$ cat config.mk
export PLATFORM = sky130hd
export DESIGN_NAME = sti_desc_sequencer
export DESIGN_NICKNAME = d
export VERILOG_FILES = /design/src/rtl/sti_desc_sequencer.sv
export SDC_FILE = /design/constraint.sdc
export NUM_CORES = 1
export LEC_CHECK = 0
export BUFFER_PORTS_ARGS = -buffer_cell sky130_fd_sc_hd__buf_2
export CAP_MARGIN = 15
export CORE_ASPECT_RATIO = 0.9
export CORE_MARGIN = 5
export CORE_UTILIZATION = 25
export CTS_BUF_LIST = sky130_fd_sc_hd__clkbuf_2 sky130_fd_sc_hd__clkbuf_4 sky130_fd_sc_hd__clkbuf_8
export CTS_CLUSTER_SIZE = 30
export DETAILED_ROUTE_END_ITERATION = 10
export HOLD_SLACK_MARGIN = 0.06
export PLACE_DENSITY_LB_ADDON = 0.2
export SETUP_SLACK_MARGIN = 0.02
export SLEW_MARGIN = 20
export SYNTH_ARGS = -nofsm -noshare
export SYNTH_HDL_FRONTEND = slang
export SYNTH_SLANG_ARGS = --single-unit
$ cat constraint.sdc
create_clock -name clk -period 2.7 [get_ports clk]
set_input_delay 0.54 -clock clk [delete_from_list [all_inputs] [get_ports clk]]
set_output_delay 0.54 -clock clk [all_outputs]
set_load 0.005 [all_outputs]
$ cat src/rtl/sti_desc_sequencer.sv
// sti_desc_sequencer: fetches transmit descriptors from a synchronous RAM and
// presents them one word at a time on the STI parallel interface. Each word
// is paced by the STI's so_valid. pi_end is raised after the last descriptor.
// err is raised if the STI never starts shifting, or if the address space is
// exhausted before a descriptor marked last is seen.
module sti_desc_sequencer #(
  parameter int ADDR_W  = 8,   // descriptor RAM address width
  parameter int GAP_CYC = 2,   // idle cycles between so_valid falling and next fetch (0..15)
  parameter int TMO_CYC = 8    // cycles allowed from load falling to so_valid rising (1..255)
) (
  input  logic              clk,
  input  logic              reset,      // asynchronous, active-low
  input  logic              start,
  output logic              desc_rd,
  output logic [ADDR_W-1:0] desc_addr,
  input  logic [23:0]       desc_data,
  output logic              load,
  output logic [15:0]       pi_data,
  output logic [1:0]        pi_length,
  output logic              pi_fill,
  output logic              pi_msb,
  output logic              pi_low,
  output logic              pi_end,
  input  logic              so_valid,
  output logic              busy,
  output logic              done,
  output logic              err,
  output logic [ADDR_W:0]   word_cnt
);

  typedef enum logic [3:0] {
    S_IDLE, S_FETCH, S_RDWAIT, S_LOAD, S_WAIT_ST, S_WAIT_DN, S_GAP, S_END, S_ERR
  } state_t;

  // Terminal counts of the shared cycle counter. A zero-length gap never
  // enters S_GAP, so its terminal value is never used in that case.
  localparam logic [7:0] TMO_LAST = 8'(TMO_CYC - 1);
  localparam logic [7:0] GAP_LAST = (GAP_CYC > 0) ? 8'(GAP_CYC - 1) : 8'd0;

  state_t            r_state;
  state_t            w_state_nxt;
  logic [7:0]        r_cnt;
  logic              r_last;
  logic [ADDR_W-1:0] r_addr;
  logic [15:0]       r_pi_data;
  logic [1:0]        r_pi_length;
  logic              r_pi_fill;
  logic              r_pi_msb;
  logic              r_pi_low;
  logic              r_pi_end;
  logic              r_done;
  logic              r_err;
  logic [ADDR_W:0]   r_word_cnt;

  logic w_start_ok;
  logic w_word_done;
  logic w_decide;
  logic w_addr_max;
  logic w_overflow;
  logic w_advance;
  logic w_enter_end;
  logic w_unused_hi;

  // The two top descriptor bits carry no meaning for this block.
  assign w_unused_hi = ^desc_data[23:22];

  // A run may only be started from a resting state; start while busy is ignored.
  assign w_start_ok  = start && (r_state inside {S_IDLE, S_END, S_ERR});
  // The STI has finished shifting the current word.
  assign w_word_done = (r_state == S_WAIT_DN) && !so_valid;
  // Decision point after a word: end of the gap, or straight after the word with no gap.
  assign w_decide    = (GAP_CYC == 0) ? w_word_done
                                      : ((r_state == S_GAP) && (r_cnt == GAP_LAST));
  assign w_addr_max  = &r_addr;
  assign w_overflow  = w_decide && !r_last && w_addr_max;
  assign w_advance   = w_decide && !r_last && !w_addr_max;
  assign w_enter_end = (w_state_nxt == S_END) && (r_state != S_END);

  // State register.
  always_ff @(posedge clk or negedge reset) begin
    // NOTE: non-blocking assignments in clocked blocks so every register samples pre-edge values.
    if (!reset) r_state <= S_IDLE;
    else        r_state <= w_state_nxt;
  end

  // Next-state decode and Moore strobes (desc_rd, load, busy).
  always_comb begin
    // NOTE: every signal gets a default first so no path can leave it unassigned (no latch).
    w_state_nxt = r_state;
    desc_rd     = 1'b0;
    load        = 1'b0;
    busy        = 1'b0;
    unique case (r_state)
      S_IDLE, S_END, S_ERR: begin
        if (start) w_state_nxt = S_FETCH;
      end
      S_FETCH: begin
        desc_rd     = 1'b1;
        busy        = 1'b1;
        w_state_nxt = S_RDWAIT;
      end
      S_RDWAIT: begin
        busy        = 1'b1;
        w_state_nxt = S_LOAD;
      end
      S_LOAD: begin
        load        = 1'b1;
        busy        = 1'b1;
        w_state_nxt = S_WAIT_ST;
      end
      S_WAIT_ST: begin
        busy = 1'b1;
        if (so_valid)               w_state_nxt = S_WAIT_DN;
        else if (r_cnt == TMO_LAST) w_state_nxt = S_ERR;
      end
      S_WAIT_DN: begin
        busy = 1'b1;
        if (!so_valid) begin
          if (GAP_CYC != 0)                w_state_nxt = S_GAP;
          else if (r_last || w_addr_max)   w_state_nxt = S_END;
          else                             w_state_nxt = S_FETCH;
        end
      end
      S_GAP: begin
        busy = 1'b1;
        if (w_decide) w_state_nxt = (r_last || w_addr_max) ? S_END : S_FETCH;
      end
      default: w_state_nxt = S_IDLE;
    endcase
  end

  // Shared cycle counter: times the start-of-shift timeout and the inter-word gap,
  // restarting from zero on every state change.
  always_ff @(posedge clk or negedge reset) begin
    if (!reset) begin
      r_cnt <= 8'd0;
    end else if ((r_state == S_WAIT_ST || r_state == S_GAP) && (w_state_nxt == r_state)) begin
      r_cnt <= r_cnt + 8'd1;
    end else begin
      r_cnt <= 8'd0;
    end
  end

  // Descriptor address: cleared on start, advanced after each non-final word.
  always_ff @(posedge clk or negedge reset) begin
    if (!reset)          r_addr <= '0;
    else if (w_start_ok) r_addr <= '0;
    else if (w_advance)  r_addr <= r_addr + ADDR_W'(1);
  end

  // Capture the descriptor the cycle after the read strobe; held until the next capture.
  always_ff @(posedge clk or negedge reset) begin
    if (!reset) begin
      r_pi_data   <= 16'd0;
      r_pi_length <= 2'd0;
      r_pi_fill   <= 1'b0;
      r_pi_msb    <= 1'b0;
      r_pi_low    <= 1'b0;
      r_last      <= 1'b0;
    end else if (r_state == S_RDWAIT) begin
      r_pi_data   <= desc_data[15:0];
      r_pi_length <= desc_data[17:16];
      r_pi_fill   <= desc_data[18];
      r_pi_msb    <= desc_data[19];
      r_pi_low    <= desc_data[20];
      r_last      <= desc_data[21];
    end
  end

  // Run status: end-of-stream flag, done pulse, sticky error and word counter.
  always_ff @(posedge clk or negedge reset) begin
    if (!reset) begin
      r_pi_end   <= 1'b0;
      r_done     <= 1'b0;
      r_err      <= 1'b0;
      r_word_cnt <= '0;
    end else begin
      r_done <= w_enter_end;
      if (w_start_ok)       r_pi_end <= 1'b0;
      else if (w_enter_end) r_pi_end <= 1'b1;
      if (w_start_ok) r_err <= 1'b0;
      else if (((r_state == S_WAIT_ST) && (w_state_nxt == S_ERR)) || w_overflow) r_err <= 1'b1;
      if (w_start_ok) r_word_cnt <= '0;
      else if (w_word_done && !(&r_word_cnt)) r_word_cnt <= r_word_cnt + (ADDR_W+1)'(1);
    end
  end

  assign desc_addr = r_addr;
  assign pi_data   = r_pi_data;
  assign pi_length = r_pi_length;
  assign pi_fill   = r_pi_fill;
  assign pi_msb    = r_pi_msb;
  assign pi_low    = r_pi_low;
  assign pi_end    = r_pi_end;
  assign done      = r_done;
  assign err       = r_err;
  assign word_cnt  = r_word_cnt;

endmodule
======== Yosys cells after proc, flatten, opt, wreduce, memory -nomap -nowiden ========
Cells that the tools add are included.
word-level totals
  bits in registers ....................... 54
  bits of input ports ..................... 28
  output and inout port bits .............. 44
  word-level logic and storage cells ...... 76
cells by class
  add/subtract/negate cells ............... 3
  equality and inequality tests ........... 14
  mux-type cells .......................... 19
  reductions and logical operators ........ 27
operators with widths
  kind                   number
  $pmux W4 S7            1
  $mux W8                3
  $eq A4 B3 Y1 const B   5
  $mux W4                5
  $mux W9                2
  $add A8 B1 Y8 const B  2
  $logic_and A1 B1 Y1    10
  $add A9 B1 Y9 const B  1
  $reduce_and A9 Y1      1
  $eq A4 B2 Y1 const B   2
  $eq A4 B4 Y1 const B   2
  $eq A8 B1 Y1 const B   1
  $eq A8 B3 Y1 const B   1
  $reduce_and A8 Y1      1
  $reduce_bool A2 Y1     4
  $mux W1                7
  $reduce_or A6 Y1       1
  $eq A4 B1 Y1 const B   1
  $eq A4 B4 Y1           1
  $logic_not A1 Y1       4
  $logic_not A4 Y1       1
  $ne A4 B3 Y1 const B   1
  $logic_or A1 B1 Y1     3
  $mux W3                1
  other kinds (2)        2

======== Depth between registers and ports, before layout ========
Gate-level depths: netlist of run 1.
  depth after elaboration ................. 10
  depth in mapped cells ................... 9
  depth with buffers taken out ............ 8

======== Worst setup path after synthesis of run 1 ========
No wires, ideal clock.
  kind .................................... register -> register
  start point ............................. register r_cnt[5]
  end point ............................... register r_addr[2], in the netlist desc_addr[2]
  library setup time ...................... 120 ps
  arrival ................................. 2,110 ps
  required time ........................... 2,580 ps
  slack ................................... 470 ps
  stages on the path, launching flop included .. 6
  buffers on the path ..................... 1
  period minus slack after synthesis ...... 2,230 ps
  cell sequence ........................... dfrtp_1 > or4_4 > or4_4 > buf_4 > o311a_1 > a31o_1
on the way
  cells in the longest elaborated chain, start to end .. 5
ends and longest elaborated chain
  item                              RTL line  source
  start, declared                   42        logic [7:0] r_cnt;
  start signal, assigned            138       r_cnt <= r_cnt + 8'd1;
  $eq A8 B1 Y1                      73        : ((r_state == S_GAP) && (r_cnt == GAP_LAST));
  $logic_and A1 B1 Y1               73
  $logic_and A1 B1 Y1 (2 in a row)  76        assign w_advance = w_decide && !r_last && !w_addr_max;
  $reduce_bool A2 Y1 (no line)      n/a
  end signal, assigned              148       else if (w_advance) r_addr <= r_addr + ADDR_W'(1);
  end, declared                     44        logic [ADDR_W-1:0] r_addr;
Every way passes these cells.
A chain may end at the register's enable or synchronous reset.

======== Worst setup path in the final report of run 1 ========
  start point ............................. register r_cnt[4]
  end point ............................... register r_addr[5], in the netlist desc_addr[5]
The elaborated chain is that of the path after synthesis.

==> results of run 1 <==
-- layout make-up --
class | count | area, sq um
fill | 1086 | 6975
sequential | 54 | 1351
multi-input combinational | 171 | 1190
timing repair buffer | 78 | 412.9
tap | 129 | 161.4
clock buffer | 5 | 68.82
clock inverter | 3 | 25.02
inverter | 5 | 18.77
-- stage by stage --
stage                     area [sq um]    util  power (mW)  hold WS, ps  setup slack (ps)
after CTS                         3228  0.3164       2.809        169.1             328.9
final                             3228  0.3164       2.738        160.4             336.5
after floorplan                   2603       -       1.860        244.4             470.2
after global placement            3134  0.3072       2.299        478.0             380.7
after global routing              3228  0.3164       2.983        171.4             222.6
after detailed placement          3134  0.3072       2.307        473.9             345.9
-- kinds of logic (layout without fill, tap and decap cells) --
kind of cell    after synthesis  after routing  synth area share
compound gates               30             30           0.07452
xor+xnor                     12             12           0.04038
fa+ha+maj                     5              5           0.02404
buf+inv                      17             91           0.02596
flops                        54             54            0.5192
mux                          23             23           0.09952
simple gates                101            101            0.2164
-- how the worst min path moves through the flow --
stage | start | endpoint | depth (start not counted)
2_1_floorplan | reset | desc_addr[0]$_DFFE_PN0P_ | 0
4_1_cts | reset | pi_data[4]$_DFFE_PN0P_ | 1
3_3_place_gp | pi_end$_DFFE_PN0P_ | pi_end$_DFFE_PN0P_ | 2
6_report | reset | pi_fill$_DFFE_PN0P_ | 1
5_1_grt | reset | pi_fill$_DFFE_PN0P_ | 1
3_5_place_dp | pi_end$_DFFE_PN0P_ | pi_end$_DFFE_PN0P_ | 2
-- routing by layer --
metal / track usage / share of wire / wire length [microns]
met4: 0.01966 / 0.0042 / 27
met2: 0.1591 / 0.44 / 2803
met5: 0 / 0 / 0
met1: 0.1362 / 0.48 / 3082
met3: 0.03956 / 0.072 / 457
-- critical path, cell delays in order (launching register included) --
cell	delay, ps
dfrtp_1	430
or4_4	550
or4_4	630
or4b_1	530
a21oi_1	150
-- registers in the layout, summed over array words and instances (netlist names), 2 cells and up --
signal	count
word_cnt	9
r_state	4
r_cnt	8
pi_length	2
pi_data	16
desc_addr	8
-- synthesized netlist by cell type --
library cell	n	area share
dfrtp_1	54	0.52
mux2_2	23	0.10
nor2_1	19	0.027
nand3_1	16	0.031
nand2_1	14	0.020
nor3_1	14	0.027
clkbuf_1	11	0.016
a21oi_1	10	0.019
xnor2_1	8	0.027
o21ai_0	6	0.012
ha_1	5	0.024
inv_1	5	0.0072
nor4_1	5	0.012
or3b_2	4	0.013
xor2_1	4	0.013
and3_1	3	0.0072
nand2b_1	3	0.0072
nand4_1	3	0.0072
nor4b_1	3	0.010
o31ai_1	3	0.0087
or2_2	3	0.0072
or4_1	3	0.0087
nand3b_1	2	0.0058
o21a_1	2	0.0058
o41ai_1	2	0.0067
or4_4	2	0.0087
a211oi_1	1	0.0029
a31o_1	1	0.0034
and3b_1	1	0.0034
and4_1	1	0.0034
and4b_1	1	0.0038
buf_4	1	0.0029
nand4bb_1	1	0.0043
nor2b_1	1	0.0024
o21ba_2	1	0.0038
o21bai_1	1	0.0029
o22ai_1	1	0.0024
o311a_1	1	0.0038
o32ai_1	1	0.0034
or3_1	1	0.0024
or4b_1	1	0.0038
-- power by group --
part / total [mW] / switching, mW / internal (mW)
Clock: 0.473 / 0.285 / 0.188
Combinational: 1.06 / 0.513 / 0.543
Sequential: 1.21 / 0.165 / 1.04
==> summary.txt, run 1 <==
Clock network
  • Clk slew on worst S/H paths: 110 ps
  • CTS Hold Bufs: 0
  • Root Driver: clkbuf_8
  • CTS tree: built
  • Num CTS Buffers: 5
  • Resized cells post-CTS: 0
  • Clk buf depth: 2
  • Setup bufs post-CTS: 0
  • Clock Latency Late Sink: 310 ps
  • CTS HTree Levels: 2
  • # clock sinks: 54

Setup path
  • Largest fanout on the critical path: 14
  • Arrival @ worst endpoint: 2600 ps
  • Worst R2R Path Depth: 4
  • WS Path Type: reg -> reg
  • Crit path from: r_cnt[4]$_DFF_PN0_
  • CP endpoint: desc_addr[5]$_DFFE_PN0P_
  • Worst Setup Start Kind: flop
  • R2R setup slack: 340 ps
  • Critical Path RT: 2940 ps
  • FF-to-FF End: desc_addr[5]$_DFFE_PN0P_
  • Crit. End Element: flop
  • Critical R2R Launch: r_cnt[4]$_DFF_PN0_

Timing
  • RSZ-0062 raised after global routing: false
  • Slew Limit Fails: 0
  • Fmax: 0.4231 GHz
  • Final setup violation count: 0
  • Post-layout min period: 2363 ps
  • Setup TNS: 0 ps
  • Slew margin rel.: 0.5116
  • Final Hold Viols: 0
  • Fin Clk Skew: 8.993 ps
  • Slew of the pin with the lowest slew margin: 724.9 ps
  • Final Cycle Share: 0.8754

Floorplanning
  • Row count: 35
  • Die Y: 106.8 microns
  • Io pins: 72
  • Die width: 117.6 microns
  • Core area: 10200 sq um
  • Die ar.: 12550 sq um
  • Initial core utilization: 0.2551

Power
  • Lkg Pwr: 1.479 nW
  • Pwr Density: 848.1 nW/um^2
  • Worst VDD drop: 0.4165 mV

Placed design
  • GP Congestion: 0.7214
  • Placed Instances: 437
  • I/O Buffers: 69
  • Final HPWL DP: 4781 microns

Synth
  • Syn nets: 275
  • Post-synthesis sequential area ratio: 0.5192
  • Synth unique cells: 41
  • Synth warnings: 0
  • Area of the mapped netlist: 2602 sq um
  • Mapped Cells: 242
  • Flops & latches, synth: 54
  • Avg Inst Size Synth: 10.75 sq um

Detailed routing
  • Vias: 2081
  • Initial detailed-routing violation count: 99
  • Via density: 4.676
  • Total wire length: 6372 microns
  • Number of nets with antenna violations after routing: 0
  • First-pass DRT Iterations: 4
  • WL/cell: 14.32 microns
  • DRC violations left: 0

Final layout
  • Ant. Diodes: 0
  • Share of layout cells above drive strength 1: 0.3797
  • Final-stage net count: 348
  • Most frequent cells in the layout: buf_2, dfrtp_1, mux2_2
  • Most common cell after layout, fill and taps aside: buf_2
  • Area delta synth->final: 24.04%
  • Finished Layout Cells: 445

Global routing
  • First-pass GRT wire length: 10690 microns
  • Largest net degree at the start of global routing: 21
  • Antenna violations before repair: 0
  • Total GRT Usage: 0.1022
  • Vias in the first global route: 2161
  • Global route overflow: 0

Flow run
  • Max Cap Viol: 0

Outcome
  • Status: completed

Hold path
  • Worst Hold Class: in -> async
Note: power is estimated with default switching activity, not from simulation.
==> run 2, diff against run 1 <==
CORE_ASPECT_RATIO = 0.7   (was 0.9)
==> summary.txt, run 2 (synthesis results as in run 1) <==
Setup path
  • Crit. End Element: flop (unchanged)
  • Largest fanout on the critical path: 14 (unchanged)
  • Critical Path RT: 2950 ps (was 2940 ps)
  • WS Path Type: reg -> reg (unchanged)
  • Worst Setup Start Kind: flop (unchanged)
  • Arrival @ worst endpoint: 2640 ps (was 2600 ps)
  • Worst R2R Path Depth: 4 (unchanged)

Global routing
  • Antenna violations before repair: 0 (unchanged)
  • Global route overflow: 0 (unchanged)
  • Total GRT Usage: 0.1084 (was 0.1022)
  • Vias in the first global route: 2123 (was 2161)
  • First-pass GRT wire length: 11030 microns (was 10690 microns)
  • Largest net degree at the start of global routing: 40 (was 21)

Timing
  • Final Cycle Share: 0.8855 (was 0.8754)
  • Fmax: 0.4183 GHz (was 0.4231 GHz)
  • Fin Clk Skew: 8.918 ps (was 8.993 ps)
  • Final setup violation count: 0 (unchanged)
  • Setup TNS: 0 ps (unchanged)
  • Slew of the pin with the lowest slew margin: 908.1 ps (was 724.9 ps)
  • Final Hold Viols: 0 (unchanged)
  • Slew Limit Fails: 0 (unchanged)
  • Post-layout min period: 2391 ps (was 2363 ps)
  • RSZ-0062 raised after global routing: false (unchanged)
  • Slew margin rel.: 0.3946 (was 0.5116)

Placed design
  • Final HPWL DP: 4770 microns (was 4781 microns)
  • I/O Buffers: 69 (unchanged)
  • Placed Instances: 440 (was 437)
  • GP Congestion: 0.7413 (was 0.7214)

Floorplanning
  • Die width: 132.0 microns (was 117.6 microns)
  • Core area: 10240 sq um (was 10200 sq um)
  • Row count: 31 (was 35)
  • Io pins: 72 (unchanged)
  • Die Y: 95.37 microns (was 106.8 microns)
  • Initial core utilization: 0.2542 (was 0.2551)
  • Die ar.: 12580 sq um (was 12550 sq um)

Final layout
  • Share of layout cells above drive strength 1: 0.3797 (unchanged)
  • Final-stage net count: 348 (unchanged)
  • Most common cell after layout, fill and taps aside: buf_2 (unchanged)
  • Most frequent cells in the layout: buf_2, dfrtp_1, mux2_2 (unchanged)
  • Area delta synth->final: 25.05% (was 24.04%)
  • Ant. Diodes: 0 (unchanged)
  • Finished Layout Cells: 448 (was 445)
  • Max FFs per register: 16 (unchanged)

Detailed routing
  • Initial detailed-routing violation count: 87 (was 99)
  • DRC violations left: 0 (unchanged)
  • WL/cell: 14.62 microns (was 14.32 microns)
  • Via density: 4.641 (was 4.676)
  • First-pass DRT Iterations: 4 (unchanged)
  • Total wire length: 6551 microns (was 6372 microns)
  • Vias: 2079 (was 2081)
  • Number of nets with antenna violations after routing: 0 (unchanged)

Clock network
  • Resized cells post-CTS: 0 (unchanged)
  • Setup bufs post-CTS: 0 (unchanged)
  • Num CTS Buffers: 5 (unchanged)
  • CTS tree: built (unchanged)
  • Clock Latency Late Sink: 320 ps (was 310 ps)
  • Clk slew on worst S/H paths: 110 ps (about the same)
  • # clock sinks: 54 (unchanged)
  • CTS Hold Bufs: 0 (unchanged)
  • Clk buf depth: 2 (unchanged)
  • Root Driver: clkbuf_8 (unchanged)
  • CTS HTree Levels: 2 (unchanged)

Hold path
  • Worst Hold Class: in -> async (unchanged)

Power
  • Worst VDD drop: 0.4025 mV (was 0.4165 mV)
  • Lkg Pwr: 1.492 nW (was 1.479 nW)
  • Pwr Density: 881.2 nW/um^2 (was 848.1 nW/um^2)

Flow run
  • Max Cap Viol: 0 (unchanged)

Outcome
  • Status: completed (unchanged)
[run 2: cell count changes in the layout (fill, tap and decap cells not counted), sizes merged]
cell	delta
bufinv	+1
clkinvlp	-1
[run 2: power by group]
group	total, mW	internal [mW]	switching [mW]
Clock	0.583	0.282	0.301
Sequential	1.22	1.04	0.177
Combinational	1.06	0.541	0.523
Total	2.87	1.87	1.00
[run 2: final timing paths]
path / end / slack [ps] / from
worst min register to register: r_cnt[0]$_DFF_PN0_ / 510 / r_cnt[0]$_DFF_PN0_
min in group clk: pi_data[1]$_DFFE_PN0P_ / 440 / desc_data[1]
worst max-delay path: desc_addr[3]$_DFFE_PN0P_ / 310 / r_cnt[5]$_DFF_PN0_
max in group asynchronous: r_last$_DFFE_PN0P_ / 1680 / reset
worst min-delay path: desc_addr[0]$_DFFE_PN0P_ / 330 / reset
worst max register to register: desc_addr[3]$_DFFE_PN0P_ / 310 / r_cnt[5]$_DFF_PN0_
[run 2: critical path: stages, from the launching register on]
cell,delay [ps]
dfrtp_1,420
or4_4,570
or4_4,640
or4_1,530
a21oi_1,160
[run 2: cell type report]
| type | count | area (sq um) |
|---|---|---|
| clock inverter | 3 | 47.55 |
| inverter | 5 | 18.77 |
| multi-input combinational | 171 | 1190 |
| tap | 132 | 165.2 |
| fill | 1088 | 6985 |
| sequential | 54 | 1351 |
| timing repair buffer | 78 | 412.9 |
| clock buffer | 5 | 68.82 |
[run 2: through the flow]
| step | cell area, sq um | power, mW | hold WS [ps] | setup slack [ps] | util |
|---|---|---|---|---|---|
| CTS | 3254 | 2.916 | 371.8 | 310.9 | 0.3178 |
| floorplan | 2603 | 1.860 | 244.4 | 470.2 | - |
| global placement | 3138 | 2.297 | 468.6 | 372.1 | 0.3065 |
| detailed placement | 3138 | 2.318 | 486.2 | 334.8 | 0.3065 |
| global route | 3254 | 3.104 | 416.7 | 211.4 | 0.3178 |
| finish | 3254 | 2.868 | 334.4 | 309.3 | 0.3178 |
[run 2: metal layers]
layer  global-route usage  share of wire
met3              0.05116          0.087
met2               0.1429           0.39
met4              0.02312         0.0087
met1               0.1585           0.52
met5                    0              0
==> run 3, diff against run 2 <==
CELL_PAD_IN_SITES_DETAIL_PLACEMENT = 0   (was unset)
CELL_PAD_IN_SITES_GLOBAL_PLACEMENT = 1   (was unset)
==> summary.txt, run 3 (synthesis results as in run 1) <==
Outcome
  • Status: completed (unchanged)

Setup path
  • Arrival @ worst endpoint: 2610 ps (was 2640 ps)
  • Worst Setup Start Kind: flop (unchanged)
  • Largest fanout on the critical path: 14 (unchanged)
  • WS Path Type: reg -> reg (unchanged)
  • Crit. End Element: flop (unchanged)
  • Critical Path RT: 2950 ps (about the same)
  • Worst R2R Path Depth: 4 (unchanged)

Detailed routing
  • WL/cell: 14.57 microns (was 14.62 microns)
  • Number of nets with antenna violations after routing: 0 (unchanged)
  • First-pass DRT Iterations: 4 (unchanged)
  • Via density: 4.615 (was 4.641)
  • Vias: 2063 (was 2079)
  • Total wire length: 6511 microns (was 6551 microns)
  • Initial detailed-routing violation count: 113 (was 87)
  • DRC violations left: 0 (unchanged)

Global routing
  • Largest net degree at the start of global routing: 55 (was 40)
  • Antenna violations before repair: 0 (unchanged)
  • Global route overflow: 0 (unchanged)
  • Total GRT Usage: 0.1057 (was 0.1084)
  • Vias in the first global route: 2041 (was 2123)
  • First-pass GRT wire length: 10680 microns (was 11030 microns)

Timing
  • Post-layout min period: 2360 ps (was 2391 ps)
  • Setup TNS: 0 ps (unchanged)
  • Slew Limit Fails: 0 (unchanged)
  • Worst hold slack: 332.5 ps (was 334.4 ps)
  • Slew of the pin with the lowest slew margin: 719.6 ps (was 908.1 ps)
  • Final setup violation count: 0 (unchanged)
  • Fmax: 0.4237 GHz (was 0.4183 GHz)
  • Fin Clk Skew: 12.22 ps (was 8.918 ps)
  • Slew margin rel.: 0.5202 (was 0.3946)
  • RSZ-0062 raised after global routing: false (unchanged)
  • Final Cycle Share: 0.8741 (was 0.8855)
  • Final Hold Viols: 0 (unchanged)

Clock network
  • CTS tree: built (unchanged)
  • CTS Hold Bufs: 0 (unchanged)
  • # clock sinks: 54 (unchanged)
  • Clk slew on worst S/H paths: 100 ps (was 110 ps)
  • Clk buf depth: 2 (unchanged)
  • Num CTS Buffers: 5 (unchanged)
  • Resized cells post-CTS: 0 (unchanged)
  • Setup bufs post-CTS: 0 (unchanged)
  • Root Driver: clkbuf_8 (unchanged)
  • CTS HTree Levels: 2 (unchanged)
  • Clock Latency Late Sink: 310 ps (was 320 ps)

Flow run
  • Max Cap Viol: 0 (unchanged)

Final layout
  • Ant. Diodes: 0 (unchanged)
  • Max FFs per register: 16 (unchanged)
  • Share of layout cells above drive strength 1: 0.3778 (was 0.3797)
  • Final core utilization: 0.3170 (was 0.3178)
  • Area delta synth->final: 24.71% (was 25.05%)
  • Fill count: 1111 (was 1088)
  • Most frequent cells in the layout: buf_2, dfrtp_1, mux2_2 (unchanged)
  • Most common cell after layout, fill and taps aside: buf_2 (unchanged)
  • Final Instance Area: 3246 sq um (was 3254 sq um)
  • Final-stage net count: 348 (unchanged)

Power
  • P_sw: 0.9716 mW (was 1.001 mW)
  • Share of power burned in registers: 0.431 (was 0.426)
  • Internal: 1.858 mW (was 1.867 mW)
  • Pwr Density: 871.7 nW/um^2 (was 881.2 nW/um^2)
  • Lkg Pwr: 1.488 nW (was 1.492 nW)
  • Logic pwr share: 0.376 (was 0.371)
  • Worst VDD drop: 0.3838 mV (was 0.4025 mV)
  • Net Sw Frac: 0.3434 (was 0.3489)
  • Clk pwr share: 0.193 (was 0.203)

Floorplanning
  • Core area: 10240 sq um (unchanged)
  • Die Y: 95.37 microns (unchanged)
  • Row count: 31 (unchanged)
  • Die ar.: 12580 sq um (unchanged)
  • Die width: 132.0 microns (unchanged)
  • Io pins: 72 (unchanged)
  • Initial core utilization: 0.2542 (unchanged)

Hold path
  • Worst Hold Class: in -> async (unchanged)

Placed design
  • GP Congestion: 0.7285 (was 0.7413)
  • Dpl cell area: 3138 sq um (unchanged)
  • I/O Buffers: 69 (unchanged)
  • Final HPWL DP: 4721 microns (was 4770 microns)
## run 3: cell types whose count changed in the layout (fill, tap and decap cells not counted)
cell	before	now
inv_6	1	0
## run 3: power by group through the flow
stage	logic [mW]	clock network, mW	registers (mW)
floorplan	0.654	0	1.21
global placement	1.08	0	1.23
detailed placement	1.09	0	1.23
CTS	1.09	0.575	1.22
global route	1.20	0.605	1.25
finish	1.06	0.546	1.22
## run 3: worst max-delay path: stages (launching register included)
cell and delay (ps):
dfrtp_1 430, or4_4 550, or4_4 630, or4_1 540
a21oi_1 150
## run 3: routing by layer
layer	vias up	track usage	part of all wire
li1	1021	-	-
met3	4	0.04430	0.076
met2	55	0.1370	0.39
met4	0	0.02397	0.0054
met5	-	0	0
met1	983	0.1591	0.53
## run 3: cell type report
type,count,area (sq um),area share
sequential,54,1351,0.4163
tap,132,165.2,0.05089
multi-input combinational,171,1190,0.3666
clock inverter,2,38.79,0.01195
timing repair buffer,78,412.9,0.1272
clock buffer,5,68.82,0.02120
inverter,5,18.77,0.005783
## run 3: through the flow
stage | worst slack, ps | instances | total power, mW
after floorplan | 470.2 | 242 | 1.860
after global placement | 367.2 | 440 | 2.308
after detailed placement | 356.9 | 440 | 2.321
after CTS | 344.1 | 447 | 2.889
after global routing | 221.7 | 447 | 3.057
final | 339.9 | 447 | 2.829
## run 3: worst paths after layout
check                                        start                  endpoint  slack (ps)
worst min register to register  pi_end$_DFFE_PN0P_        pi_end$_DFFE_PN0P_         490
worst max-delay path            r_cnt[4]$_DFF_PN0_  desc_addr[3]$_DFFE_PN0P_         340
max in group asynchronous                    reset   pi_data[14]$_DFFE_PN0P_        1860
worst min-delay path                         reset  desc_addr[6]$_DFFE_PN0P_         330
min in group clk                     desc_data[17]  pi_length[1]$_DFFE_PN0P_         460
worst max register to register  r_cnt[4]$_DFF_PN0_  desc_addr[3]$_DFFE_PN0P_         340
